## src/rtl/uart_tx.sv

```systemverilog
`default_nettype none
// ============================================================================
// Module   : uart_tx
// Brief    : Buffered UART transmitter (8 data bits, optional parity, 1/2 stop)
//            with a small byte FIFO; each bit lasts i_baud_div+1 clocks.
// Revision : 1.0
// ============================================================================
module uart_tx #(
    parameter int FIFO_DEPTH = 4,
    parameter int PARITY_EN  = 0,
    parameter int PARITY_ODD = 0,
    parameter int STOP_BITS  = 1
) (
    input  logic                          i_clk,
    input  logic                          i_rst,
    input  logic [15:0]                   i_baud_div,
    input  logic [7:0]                    i_data,
    input  logic                          i_valid,
    output logic                          o_ready,
    output logic                          o_tx,
    output logic                          o_busy,
    output logic                          o_done,
    output logic [$clog2(FIFO_DEPTH):0]   o_fifo_count
);

    localparam int                c_addr_w = $clog2(FIFO_DEPTH);
    localparam int                c_cnt_w  = c_addr_w + 1;
    localparam logic [c_cnt_w-1:0] c_depth = c_cnt_w'(FIFO_DEPTH);
    localparam logic [2:0]         c_last_stop = 3'(STOP_BITS - 1);

    typedef enum logic [2:0] {
        S_IDLE   = 3'd0,
        S_START  = 3'd1,
        S_DATA   = 3'd2,
        S_PARITY = 3'd3,
        S_STOP   = 3'd4
    } state_t;

    // FIFO storage and bookkeeping
    logic [7:0]          fifo_q [FIFO_DEPTH];
    logic [c_addr_w-1:0] wr_ptr_q, rd_ptr_q;
    logic [c_cnt_w-1:0]  count_q;

    // Frame engine
    state_t      state_q,   state_d;
    logic [15:0] clk_cnt_q, clk_cnt_d;
    logic [15:0] baud_q,    baud_d;
    logic [7:0]  shift_q,   shift_d;
    logic [2:0]  bit_q,     bit_d;
    logic        par_q,     par_d;
    logic        tx_q,      tx_d;
    logic        busy_q,    busy_d;
    logic        done_q,    done_d;

    logic        w_push;
    logic        w_pop;
    logic        w_empty;
    logic        w_bit_end;
    logic [7:0]  w_head;

    assign o_ready      = ~i_rst & (count_q != c_depth);
    assign w_push       = i_valid & o_ready;
    assign w_empty      = (count_q == '0);
    assign w_head       = fifo_q[rd_ptr_q];
    assign w_bit_end    = (clk_cnt_q == baud_q);
    assign o_fifo_count = count_q;
    assign o_tx         = tx_q;
    assign o_busy       = busy_q;
    assign o_done       = done_q;

    always_ff @(posedge i_clk) begin
        if (w_push) begin
            fifo_q[wr_ptr_q] <= i_data;
        end
    end

    always_ff @(posedge i_clk) begin
        if (i_rst) begin
            wr_ptr_q <= '0;
            rd_ptr_q <= '0;
            count_q  <= '0;
        end else begin
            if (w_push) wr_ptr_q <= wr_ptr_q + c_addr_w'(1);
            if (w_pop)  rd_ptr_q <= rd_ptr_q + c_addr_w'(1);
            case ({w_push, w_pop})
                2'b10:   count_q <= count_q + c_cnt_w'(1);
                2'b01:   count_q <= count_q - c_cnt_w'(1);
                default: count_q <= count_q;
            endcase
        end
    end

    always_comb begin
        state_d   = state_q;
        clk_cnt_d = clk_cnt_q;
        baud_d    = baud_q;
        shift_d   = shift_q;
        bit_d     = bit_q;
        par_d     = par_q;
        tx_d      = tx_q;
        done_d    = 1'b0;
        w_pop     = 1'b0;

        // Compare-then-clear keeps the counter below baud_q+1, so 16'hFFFF never wraps.
        if (state_q != S_IDLE) begin
            clk_cnt_d = w_bit_end ? 16'd0 : clk_cnt_q + 16'd1;
        end

        case (state_q)
            S_IDLE: begin
                tx_d  = 1'b1;
                w_pop = ~w_empty;
            end
            S_START: begin
                if (w_bit_end) begin
                    state_d = S_DATA;
                    bit_d   = 3'd0;
                    tx_d    = shift_q[0];
                end
            end
            S_DATA: begin
                if (w_bit_end) begin
                    if (bit_q == 3'd7) begin
                        if (PARITY_EN != 0) begin
                            state_d = S_PARITY;
                            tx_d    = par_q;
                        end else begin
                            state_d = S_STOP;
                            tx_d    = 1'b1;
                            bit_d   = 3'd0;
                        end
                    end else begin
                        shift_d = {1'b0, shift_q[7:1]};
                        bit_d   = bit_q + 3'd1;
                        tx_d    = shift_q[1];
                    end
                end
            end
            S_PARITY: begin
                if (w_bit_end) begin
                    state_d = S_STOP;
                    tx_d    = 1'b1;
                    bit_d   = 3'd0;
                end
            end
            S_STOP: begin
                if (w_bit_end) begin
                    if (bit_q == c_last_stop) begin
                        done_d  = 1'b1;
                        state_d = S_IDLE;
                        tx_d    = 1'b1;
                        w_pop   = ~w_empty;
                    end else begin
                        bit_d = bit_q + 3'd1;
                    end
                end
            end
            default: begin
                state_d = S_IDLE;
                tx_d    = 1'b1;
            end
        endcase

        // A frame load (from IDLE or straight out of STOP) overrides the above.
        if (w_pop) begin
            state_d   = S_START;
            tx_d      = 1'b0;
            shift_d   = w_head;
            baud_d    = i_baud_div;
            clk_cnt_d = 16'd0;
            par_d     = (^w_head) ^ (PARITY_ODD != 0);
        end

        busy_d = (state_d != S_IDLE);
    end

    always_ff @(posedge i_clk) begin
        if (i_rst) begin
            state_q   <= S_IDLE;
            clk_cnt_q <= '0;
            baud_q    <= '0;
            shift_q   <= '0;
            bit_q     <= '0;
            par_q     <= 1'b0;
            tx_q      <= 1'b1;
            busy_q    <= 1'b0;
            done_q    <= 1'b0;
        end else begin
            state_q   <= state_d;
            clk_cnt_q <= clk_cnt_d;
            baud_q    <= baud_d;
            shift_q   <= shift_d;
            bit_q     <= bit_d;
            par_q     <= par_d;
            tx_q      <= tx_d;
            busy_q    <= busy_d;
            done_q    <= done_d;
        end
    end

endmodule
`default_nettype wire

```

## config.mk

```make
export PLATFORM = sky130hd
export DESIGN_NAME = uart_tx
export DESIGN_NICKNAME = d
export VERILOG_FILES = /design/src/rtl/uart_tx.sv
export SDC_FILE = /design/constraint.sdc
export NUM_CORES = 1
export LEC_CHECK = 0
export CAP_MARGIN = 20
export CORE_MARGIN = 3
export CORE_UTILIZATION = 51
export DETAILED_ROUTE_END_ITERATION = 10
export PLACE_DENSITY = 0.75
export SLEW_MARGIN = 10
export SYNTH_ARGS = -nofsm -noshare
export SYNTH_HDL_FRONTEND = slang
export SYNTH_SLANG_ARGS = --single-unit
```

## constraint.sdc

```tcl
create_clock -name i_clk -period 2.95 [get_ports i_clk]
set_input_delay 0.59 -clock i_clk [delete_from_list [all_inputs] [get_ports i_clk]]
set_output_delay 0.59 -clock i_clk [all_outputs]
set_load 0.01 [all_outputs]
```

==> results.tsv <==
metric	value	unit
syn-cell-area	0.003807	mm²
num_vias	2560	
dpl.hpwl	4825	µm
p_sw	1.325	mW
drive_gt1_frac	0.07868	
final_cell_area	0.004439	mm²
hold_buffers	0	
portBuffers	33	
p_seq_frac	0.437	
finalCritPeriodShare	0.9088	
r2r_slack	0.27	ns
worstPathArrival	2.96	ns
cts_inserted_buffers	9	
final.min_clock_period	2.681	ns
die_w	92.41	µm
cts_resized	0	
rsz0062_at_grt	no	
wirelength	6908	µm
critical-path-slowest-cell	or4_1	
antenna_cells	0	
cts_setup_buffers	0	
clock_path_buffers	2	
crit_path_start	clk_cnt_q[10]	
root_buffer	clkbuf_8	
cp.depth	10	
dieArea	0.008539	mm²
intPower	2.549	mW
vias_per_cell	5.224	
num_rows	30	
swShare	0.3420	
nNetsFinal	426	
synth-warning-count	0	
p_leak	1.566	nW
place_area	0.004220	mm²
final_common_cell	dfxtp_1	
routedWlPerCell	14.10	µm
cap_viol_max_count	0	
syn_inst	357	
status	finished clean	
tightest_slew	0.6571	ns
cp-endpoint	o_fifo_count[2]	
area_growth_syn_to_layout	16.60	%
ir_drop	0.0004829	V
cts_tree	done	
syn_avg_cell_area	10.66	µm²
clk_pin_slew	0.09	ns
clk_latency	0.35	ns
drt_iter0_markers	123	
async_flop_share	0	
critPathMaxFanout	6	
gr-usage-all-layers	0.1759	
r2r-end	o_fifo_count[2]	
firstDrtPassIters	4	
antenna_left	0	
grt_pass1_wl	11940	µm
tns	0	ns
grt_remaining_overflow	0	
start_util	0.5424	
hold_viol	0	
final_util	0.6324	
p_comb_frac	0.334	
finalMaxSlewViolations	0	
crit_family	simple AND/OR/NAND/NOR gates	
setup_viol	0	
syn-num-nets	394	
drc	0	
synth_flop_cell	dfxtp_1	
final.setup_skew	0.01170	ns
ys_seq_elements	90	
crit_type	flip-flop to flip-flop	
hold_class	flip-flop to flip-flop	
seq_area_frac_synth	0.5573	
grt_max_degree	40	
critPathCaptureType	flip-flop	
power.density	872.5	mW/mm²
mostFrequentLayoutCells	dfxtp_1 (58), nand2_1 (51), nor2_1 (34)	
routabilityCongestion	0.8121	
slew_headroom	0.5583	
core	0.007019	mm²
ff2ff_path_depth	10	
synth-edff-count	32	
critical_path.most_common_cell	xnor2_1	
io_pins	34	
grt_pass1_vias	2527	
required	3.23	ns
antenna_found_initial	0	
cp_cell_sequence	xnor2_1, nand4_1, or4_1, a21o_1, inv_2, ha_1, fa_1, xnor2_1, or3_1, a21oi_1	
chipHeight	92.41	µm
startpoint_type	flip-flop	
max_freq	373.0	MHz
cpPeakStageDelay	0.67	ns
path_buf_inv	1	
cts-htree-levels	3	
r2r_start	clk_cnt_q[10]	
synth_cell_types	47	
cts.sinks	90	
clkPwrFrac	0.229	
min_from	shift_q[5]	
[how the worst min path moves through the flow]
stage / to / slack [ns] / cells past startpoint
6_report: shift_q[5] / 0.47 / 2
5_1_grt: shift_q[4] / 0.49 / 2
4_1_cts: bit_q[2] / 0.47 / 2
3_5_place_dp: shift_q[4] / 0.46 / 2
3_3_place_gp: bit_q[2] / 0.45 / 2
2_1_floorplan: shift_q[5] / 0.44 / 2
[metal layers]
metal | vias to the layer above | share of wire | global-route usage
met3 | 9 | 0.040 | 0.04387
met5 | - | 0 | 0
met2 | 47 | 0.50 | 0.2931
li1 | 1304 | - | -
met1 | 1200 | 0.45 | 0.2253
met4 | 0 | 0.012 | 0.05569
[stage by stage]
step,worst slack [ns],cells,power [mW],hold slack (ns)
after floorplan,0.1808,357,2.687,0.4392
after global placement,0.2571,473,2.978,0.4542
after detailed placement,0.2041,473,3.014,0.4602
after CTS,0.2875,489,3.906,0.4747
after global routing,0.1554,490,4.146,0.4922
final,0.2691,490,3.873,0.4741
[tightest hold or removal path, delay by kind of cell, from the launching register on]
| family | cells | cell delay, ns |
|---|---|---|
| buffers and inverters | 1 | 0.06 |
| DFF | 1 | 0.30 |
| AOI/OAI and AO/OA | 1 | 0.07 |
[state kept, by name, indices dropped and copies added, names as in the netlist, named ones only]
register,flops
fifo_q,32
o_done,1
o_tx,1
bit_q,3
rd_ptr_q,2
o_busy,1
wr_ptr_q,2
shift_q,8
o_fifo_count,3
clk_cnt_q,16
state_q,3
baud_q,16
[final cells by class]
class	count	area, µm²
Multi-Input combinational cell	239	1573
Fill cell	554	2580
Clock inverter	5	80.08
Clock buffer	11	131.4
Inverter	10	37.54
Timing Repair Buffer	39	375.4
Tap cell	96	120.1
Sequential cell	90	2122
[Yosys cell counts, types with 3 or more instances]
| library cell | count | area, µm² |
|---|---|---|
| xor2_1 | 10 | 87.58 |
| ha_1 | 9 | 112.6 |
| or3_1 | 4 | 25.02 |
| and3_1 | 7 | 43.79 |
| nand2_1 | 51 | 191.4 |
| buf_2 | 3 | 15.01 |
| clkbuf_1 | 11 | 41.29 |
| a211oi_1 | 6 | 45.04 |
| buf_1 | 3 | 11.26 |
| mux4_2 | 8 | 180.2 |
| nor3_1 | 3 | 15.01 |
| edfxtp_1 | 32 | 960.9 |
| nand3_1 | 9 | 45.04 |
| nor2_1 | 34 | 127.6 |
| o21ai_0 | 8 | 40.04 |
| nand4_1 | 7 | 43.79 |
| dfxtp_1 | 58 | 1161 |
| inv_1 | 9 | 33.78 |
| xnor2_1 | 25 | 219.0 |
| a21oi_1 | 28 | 140.1 |
| mux2i_1 | 6 | 60.06 |
[power by group through the flow]
stage	clock network [mW]	logic [mW]	registers (mW)
global route	0.956	1.46	1.73
detailed placement	0	1.29	1.73
floorplan	0	1.05	1.64
finish	0.887	1.29	1.69
global placement	0	1.26	1.72
CTS	0.910	1.30	1.70
[logic make-up after synthesis]
kind of cell,count (synthesis),share of synthesized area
AO/OA/AOI/OAI,55,0.08578
XOR/XNOR,35,0.08051
adder cells (fa/ha/maj),10,0.03483
buffers and inverters,28,0.02957
flip-flops,90,0.5573
multiplexers,14,0.06310
AND/OR/NAND/NOR,125,0.1489
Note: power is estimated with default switching activity, not from simulation.
